### config.mk
export PLATFORM = sky130hd
export DESIGN_NAME = hms_clock_core
export DESIGN_NICKNAME = d
export VERILOG_FILES = /design/src/rtl/hms_clock_core.sv
export SDC_FILE = /design/constraint.sdc
export NUM_CORES = 1
export LEC_CHECK = 0
export ABC_CLOCK_PERIOD_IN_PS = 2100
export CORE_ASPECT_RATIO = 1.4
export CORE_MARGIN = 2
export CORE_UTILIZATION = 52
export DETAILED_ROUTE_END_ITERATION = 7
export PLACE_DENSITY = 0.75
export REMOVE_ABC_BUFFERS = 1
export SYNTH_ARGS = -nofsm -noshare
export SYNTH_HDL_FRONTEND = slang
export SYNTH_SLANG_ARGS = --single-unit
### constraint.sdc
create_clock -name clk -period 2.1 [get_ports clk]
set_input_delay 0.42 -clock clk [delete_from_list [all_inputs] [get_ports clk]]
set_output_delay 0.42 -clock clk [all_outputs]
set_load 0.03 [all_outputs]
### src/rtl/hms_clock_core.sv
// hms_clock_core
// Time-of-day core: 24 h hours/minutes/seconds with a RUN/SET mode driven
// by three single-cycle button pulses. Feeds the digit split / FND display
// path with binary time values and a per-digit blank mask for blinking the
// field under edit.
//
// Ports:
//   clk      system clock
//   rst_n    asynchronous active-low reset
//   i_mode   pulse: toggle RUN/SET
//   i_pos    pulse: advance edited field (SET only)
//   i_up     pulse: increment edited field (SET only)
//   o_sec    seconds 0..59
//   o_min    minutes 0..59
//   o_hour   hours 0..23
//   o_mode   current state (0 = RUN, 1 = SET), also the FSM debug view
//   o_pos    edited field (0 = sec, 1 = min, 2 = hour)
//   o_blank  per-digit blank mask, [1:0] sec, [3:2] min, [5:4] hour
//   o_tick   one-cycle pulse per counted second
//
// Handshake: the three button inputs are strobes with no ready; a pulse is
// consumed on the edge it is sampled. Priority i_mode > i_pos > i_up.
// Every output is a register; nothing combinational reaches an output.
module hms_clock_core #(
  parameter int TICK_NUM  = 50000000,
  parameter int BLINK_NUM = 25000000
) (
  input  logic       clk,
  input  logic       rst_n,
  input  logic       i_mode,
  input  logic       i_pos,
  input  logic       i_up,
  output logic [5:0] o_sec,
  output logic [5:0] o_min,
  output logic [4:0] o_hour,
  output logic       o_mode,
  output logic [1:0] o_pos,
  output logic [5:0] o_blank,
  output logic       o_tick
);

  localparam int TW = $clog2(TICK_NUM);
  localparam int BW = $clog2(BLINK_NUM);
  localparam logic [TW-1:0] TICK_MAX  = TW'(TICK_NUM - 1);
  localparam logic [TW-1:0] TICK_ONE  = TW'(1);
  localparam logic [BW-1:0] BLINK_MAX = BW'(BLINK_NUM - 1);
  localparam logic [BW-1:0] BLINK_ONE = BW'(1);
  localparam logic S_RUN = 1'b0;
  localparam logic S_SET = 1'b1;

  logic          r_state, w_state;
  logic [5:0]    r_sec, w_sec;
  logic [5:0]    r_min, w_min;
  logic [4:0]    r_hour, w_hour;
  logic [1:0]    r_pos, w_pos;
  logic [5:0]    r_blank, w_blank;
  logic          r_tick, w_tick;
  logic [TW-1:0] r_tick_cnt, w_tick_cnt;
  logic [BW-1:0] r_blink_cnt, w_blink_cnt;
  logic          r_phase, w_phase;

  // State register (also holds every datapath/output register).
  always_ff @(posedge clk or negedge rst_n) begin
    if (!rst_n) begin
      r_state     <= S_RUN;
      r_sec       <= '0;
      r_min       <= '0;
      r_hour      <= '0;
      r_pos       <= '0;
      r_blank     <= '0;
      r_tick      <= 1'b0;
      r_tick_cnt  <= '0;
      r_blink_cnt <= '0;
      r_phase     <= 1'b0;
    end else begin
      r_state     <= w_state;
      r_sec       <= w_sec;
      r_min       <= w_min;
      r_hour      <= w_hour;
      r_pos       <= w_pos;
      r_blank     <= w_blank;
      r_tick      <= w_tick;
      r_tick_cnt  <= w_tick_cnt;
      r_blink_cnt <= w_blink_cnt;
      r_phase     <= w_phase;
    end
  end

  // Next-state logic.
  always_comb begin
    w_state = r_state;
    if (i_mode) w_state = ~r_state;
  end

  // Output / datapath next values.
  always_comb begin
    w_sec       = r_sec;
    w_min       = r_min;
    w_hour      = r_hour;
    w_pos       = r_pos;
    w_tick      = 1'b0;
    w_tick_cnt  = r_tick_cnt;
    w_blink_cnt = r_blink_cnt;
    w_phase     = r_phase;
    w_blank     = '0;

    if (r_state == S_RUN) begin
      if (r_tick_cnt == TICK_MAX) begin
        w_tick_cnt = '0;
        w_tick     = 1'b1;
        if (r_sec == 6'd59) begin
          w_sec = 6'd0;
          if (r_min == 6'd59) begin
            w_min  = 6'd0;
            w_hour = (r_hour == 5'd23) ? 5'd0 : r_hour + 5'd1;
          end else begin
            w_min = r_min + 6'd1;
          end
        end else begin
          w_sec = r_sec + 6'd1;
        end
      end else begin
        w_tick_cnt = r_tick_cnt + TICK_ONE;
      end
      // A tick on the same edge as entry to SET is still applied above;
      // only the divider and edit state are re-armed here.
      if (i_mode) begin
        w_tick_cnt  = '0;
        w_pos       = 2'd0;
        w_blink_cnt = '0;
        w_phase     = 1'b0;
      end
    end else begin
      // Divider parked at 0 so the first tick after exit is a full second.
      w_tick_cnt = '0;
      if (i_mode) begin
        w_blink_cnt = '0;
        w_phase     = 1'b0;
      end else if (i_pos) begin
        w_pos       = (r_pos == 2'd2) ? 2'd0 : r_pos + 2'd1;
        w_blink_cnt = '0;
        w_phase     = 1'b0;
      end else begin
        if (r_blink_cnt == BLINK_MAX) begin
          w_blink_cnt = '0;
          w_phase     = ~r_phase;
        end else begin
          w_blink_cnt = r_blink_cnt + BLINK_ONE;
        end
        if (i_up) begin
          case (r_pos)
            2'd0:    w_sec  = (r_sec == 6'd59) ? 6'd0 : r_sec + 6'd1;
            2'd1:    w_min  = (r_min == 6'd59) ? 6'd0 : r_min + 6'd1;
            2'd2:    w_hour = (r_hour == 5'd23) ? 5'd0 : r_hour + 5'd1;
            default: ;
          endcase
        end
      end
    end

    // Blank mask is built from next-cycle values so it lines up with them.
    if (w_state == S_SET && w_phase) begin
      case (w_pos)
        2'd0:    w_blank = 6'b000011;
        2'd1:    w_blank = 6'b001100;
        2'd2:    w_blank = 6'b110000;
        default: w_blank = 6'b000000;
      endcase
    end
  end

  assign o_sec   = r_sec;
  assign o_min   = r_min;
  assign o_hour  = r_hour;
  assign o_mode  = r_state;
  assign o_pos   = r_pos;
  assign o_blank = r_blank;
  assign o_tick  = r_tick;

endmodule

==> out/qor.txt <==
Leak = 2.13 nW
worst reg-to-reg setup slack = -30 ps
status = finished, violations left
area share of and/or/nand/nor cells after synthesis = 24.9%
DRC viols = 0
top routing layer used = met4
warnings from Yosys = 0
clock net sink count = 76
Clock Tree Buf Depth = 2
Power Total = 4.17 mW
fraction of synthesis flops using an asynchronous set or reset pin = 100%
CTS buffer count = 9
HP Class = input port to async pin
period utilisation layout = 101%
post-route ant nets = 0
Worst-path clk slew = 80 ps
Worst Path Arrival = 2420 ps
slew at the pin closest to its max-slew limit = 567 ps
port buffer count = 31
post-synthesis sequential area ratio = 48.0%
Worst slew margin = 62.2%
Clock Latency Late Sink = 360 ps
first-pass GRT wire length = 15,200 um
maxcap violations = 0
GRT Resource Usage Total = 22.8%
Avg Synthesized Cell Area = 9.43 um^2
Setup TNS = -45.9 ps
CORE AREA = 0.00736 mm^2
Post-Route WL = 9040 um
fmax = 470 MHz
num ports = 32
Die ar. = 0.00834 mm^2
pre-CTS setup slack = -483 ps
filler cell count = 558
Post-synth top flop = dfrtp_1
share of cells above drive strength 1 = 19.7%
DIE HEIGHT = 107 um
initial antenna violation count = 0
skew final = 5.26 ps
Overflow after GRT = 0
met1 WL = 3810 um
Area growth, synth to finish = 25.7%
Clock Root Buffer = clkbuf_8
final setup fails = 2
vias in the first global route = 3,356
final hold vios = 0
Pins Over Slew Limit = 0
worst vdd ir = 0.759 mV
Design Area, Final = 0.00498 mm^2
Syn Inst Count = 420
initial cell density of the core = 53.8%
largest family of logic cells by synthesized area = simple AND/OR/NAND/NOR gates
PwrDens = 837 mW/mm^2
DRT Pass-1 Iters = 5
detailed placement HPWL = 6220 um
CP peak stage delay = 460 ps
worst-path fanout max = 5
compound-gate portion of the synthesized area = 12.9%
Wirelength per Cell = 15.1 um
Vias = 3,473
met3 WL = 235 um
post-layout minimum cycle time = 2130 ps
htree depth = 3
placed standard-cell area = 0.00464 mm^2
largest net degree at the start of global routing = 46
Via density = 5.79
metal2 WL = 4740 um
adder-cell share of the synthesized area = 2.21%
Worst Setup Slack, final = -29.6 ps
failing checks = negative setup slack
xor/xnor share of the synthesized area = 5.31%
final core occ = 67.7%
final non-filler cell total = 600
hold bufs inserted after CTS = 0
CP required = 2390 ps
mux cell area share after synthesis = 3.03%
CP startpoint kind = register
RSZ-0062 raised after global routing = true
Cell Rows = 37
Final Net Count = 510
flop and latch count out of synthesis = 76
Cell Chain, Critical Path = ha_2 > and4_4 > nand2_4 > nor4_4 > buf_6 > mux2i_2 > a2111o_1 > nor2b_2
CP endpoint kind = register
synth unique cells = 50
Slowest cell on crit path = a2111o_1
initial drt markers = 280
CTS tree = yes
n_diodes = 0
critical path class = register to register
EDFF count, synth = 0
Synth Cell Area = 0.00396 mm^2
placed cells = 577
Die W = 77.8 um
Hold WS = 50.9 ps
RD Place Congestion = 0.853
layer usage:
metal | GRT usage [%] | vias to the layer above
met5 | 0 | -
met4 | 9.44 | 0
met3 | 2.94 | 28
met2 | 40.8 | 83
met1 | 27.6 | 1702
li1 | - | 1660
cells in the mapped netlist, types with 3 or more instances:
master | n | share of area [%]
ha_1 | 7 | 2.2
nor2b_1 | 4 | 0.63
inv_1 | 17 | 1.6
nor2_1 | 44 | 4.2
or3_1 | 11 | 1.7
a22o_1 | 5 | 1.1
a21o_1 | 3 | 0.57
buf_4 | 3 | 0.57
dfrtp_1 | 76 | 48
nor3_1 | 15 | 1.9
nand2_1 | 35 | 3.3
o21ai_0 | 34 | 4.3
o41ai_1 | 4 | 0.88
a21oi_1 | 19 | 2.4
nand4_1 | 12 | 1.9
clkbuf_1 | 8 | 0.76
and3_1 | 11 | 1.7
and4_1 | 5 | 1.1
mux2_2 | 8 | 2.3
nand2b_1 | 3 | 0.47
xnor2_1 | 6 | 1.3
buf_2 | 4 | 0.51
nor4_1 | 3 | 0.47
nand3_1 | 30 | 3.8
xor2_1 | 18 | 4.0
mux2i_1 | 3 | 0.76
cell families (layout without fill, tap and decap cells):
kind of cell             Yosys count  in the layout
multiplexers                      11             11
XOR/XNOR                          24             24
flip-flops                        76             76
adder cells (fa/ha/maj)            7              7
AO/OA/AOI/OAI                     81             81
buffers and inverters             33            115
AND/OR/NAND/NOR                  188            189
critical path, delay by kind of cell, from the launching register on:
family                     cells  cell delay (ps)
adders and majority gates      1              190
buffers and inverters          1              170
AOI/OAI and AO/OA              1              460
muxes                          1               80
DFF                            1              380
and+or+nand+nor                4              780
placed cells by master, fill, tap and decap left out, types with 2 or more instances in the layout:
cell	synthesis	final
buf_4	3	50
nand2b_1	3	3
mux2i_1	3	2
and2_1	2	2
nand3_1	30	30
a21oi_1	19	19
nand4_1	12	12
clkdlybuf4s50_1	0	29
o41ai_1	4	4
nor2b_1	4	3
inv_1	17	17
nor2_1	44	44
nor3_1	15	14
clkbuf_8	0	10
nand2_1	35	34
xnor2_1	6	6
o2bb2a_1	2	2
nor4_2	1	4
clkinv_2	0	2
o211ai_1	2	2
mux2_2	8	8
xor2_1	18	18
dfrtp_1	76	76
a22o_1	5	5
a21oi_2	2	2
and4_4	1	2
buf_6	1	2
ha_1	7	6
and3_1	11	11
or4_1	2	2
o21ai_0	34	34
o31ai_1	2	2
and4_1	5	4
or3_1	11	10
a21o_1	3	3
nand4b_1	2	2
clkinvlp_4	0	2
report_power, final:
part	leakage, nW	switching, mW	total, mW	internal, mW
Clock	0.0983	0.553	1.13	0.578
Sequential	1.04	0.154	1.75	1.59
Combinational	0.984	0.749	1.29	0.540
final cells by class:
class	instances	area, um^2	share of cell area [%]
multi-input cells	312	1990	40.1
inverters	17	63.8	1.28
repair buffers	82	697	14.0
well taps	97	121	2.44
clock buffers	10	138	2.76
flip-flops and latches	76	1900	38.2
clock inverters	6	63.8	1.28
what timing repair did:
action,CTS,global route
endpoints found under the setup margin,10,17
gates cloned,1,0
buffers inserted,3,3
gates resized for setup,7,12
pin swaps,2,7
path summary, 6_finish.rpt:
path,depth (start not counted),from,end
max,8,r_blink_cnt[0]$_DFFE_PN0P_,o_blank[3]$_DFF_PN0_
min,1,rst_n,o_blank[3]$_DFF_PN0_
max reg2reg,8,r_blink_cnt[0]$_DFFE_PN0P_,o_blank[3]$_DFF_PN0_
min reg2reg,1,r_blink_cnt[11]$_DFFE_PN0P_,r_blink_cnt[11]$_DFFE_PN0P_
max in group asynchronous,2,rst_n,r_tick_cnt[12]$_DFF_PN0_
min in group clk,1,r_blink_cnt[11]$_DFFE_PN0P_,r_blink_cnt[11]$_DFFE_PN0P_
state kept, by name, summed over array words and instances, names as in the netlist:
signal / count
r_phase: 1
o_tick: 1
o_min: 6
o_hour: 5
o_sec: 6
o_pos: 2
o_mode: 1
r_tick_cnt: 26
r_blink_cnt: 25
o_blank: 3
No activity file was read; power rests on OpenSTA's default activity.
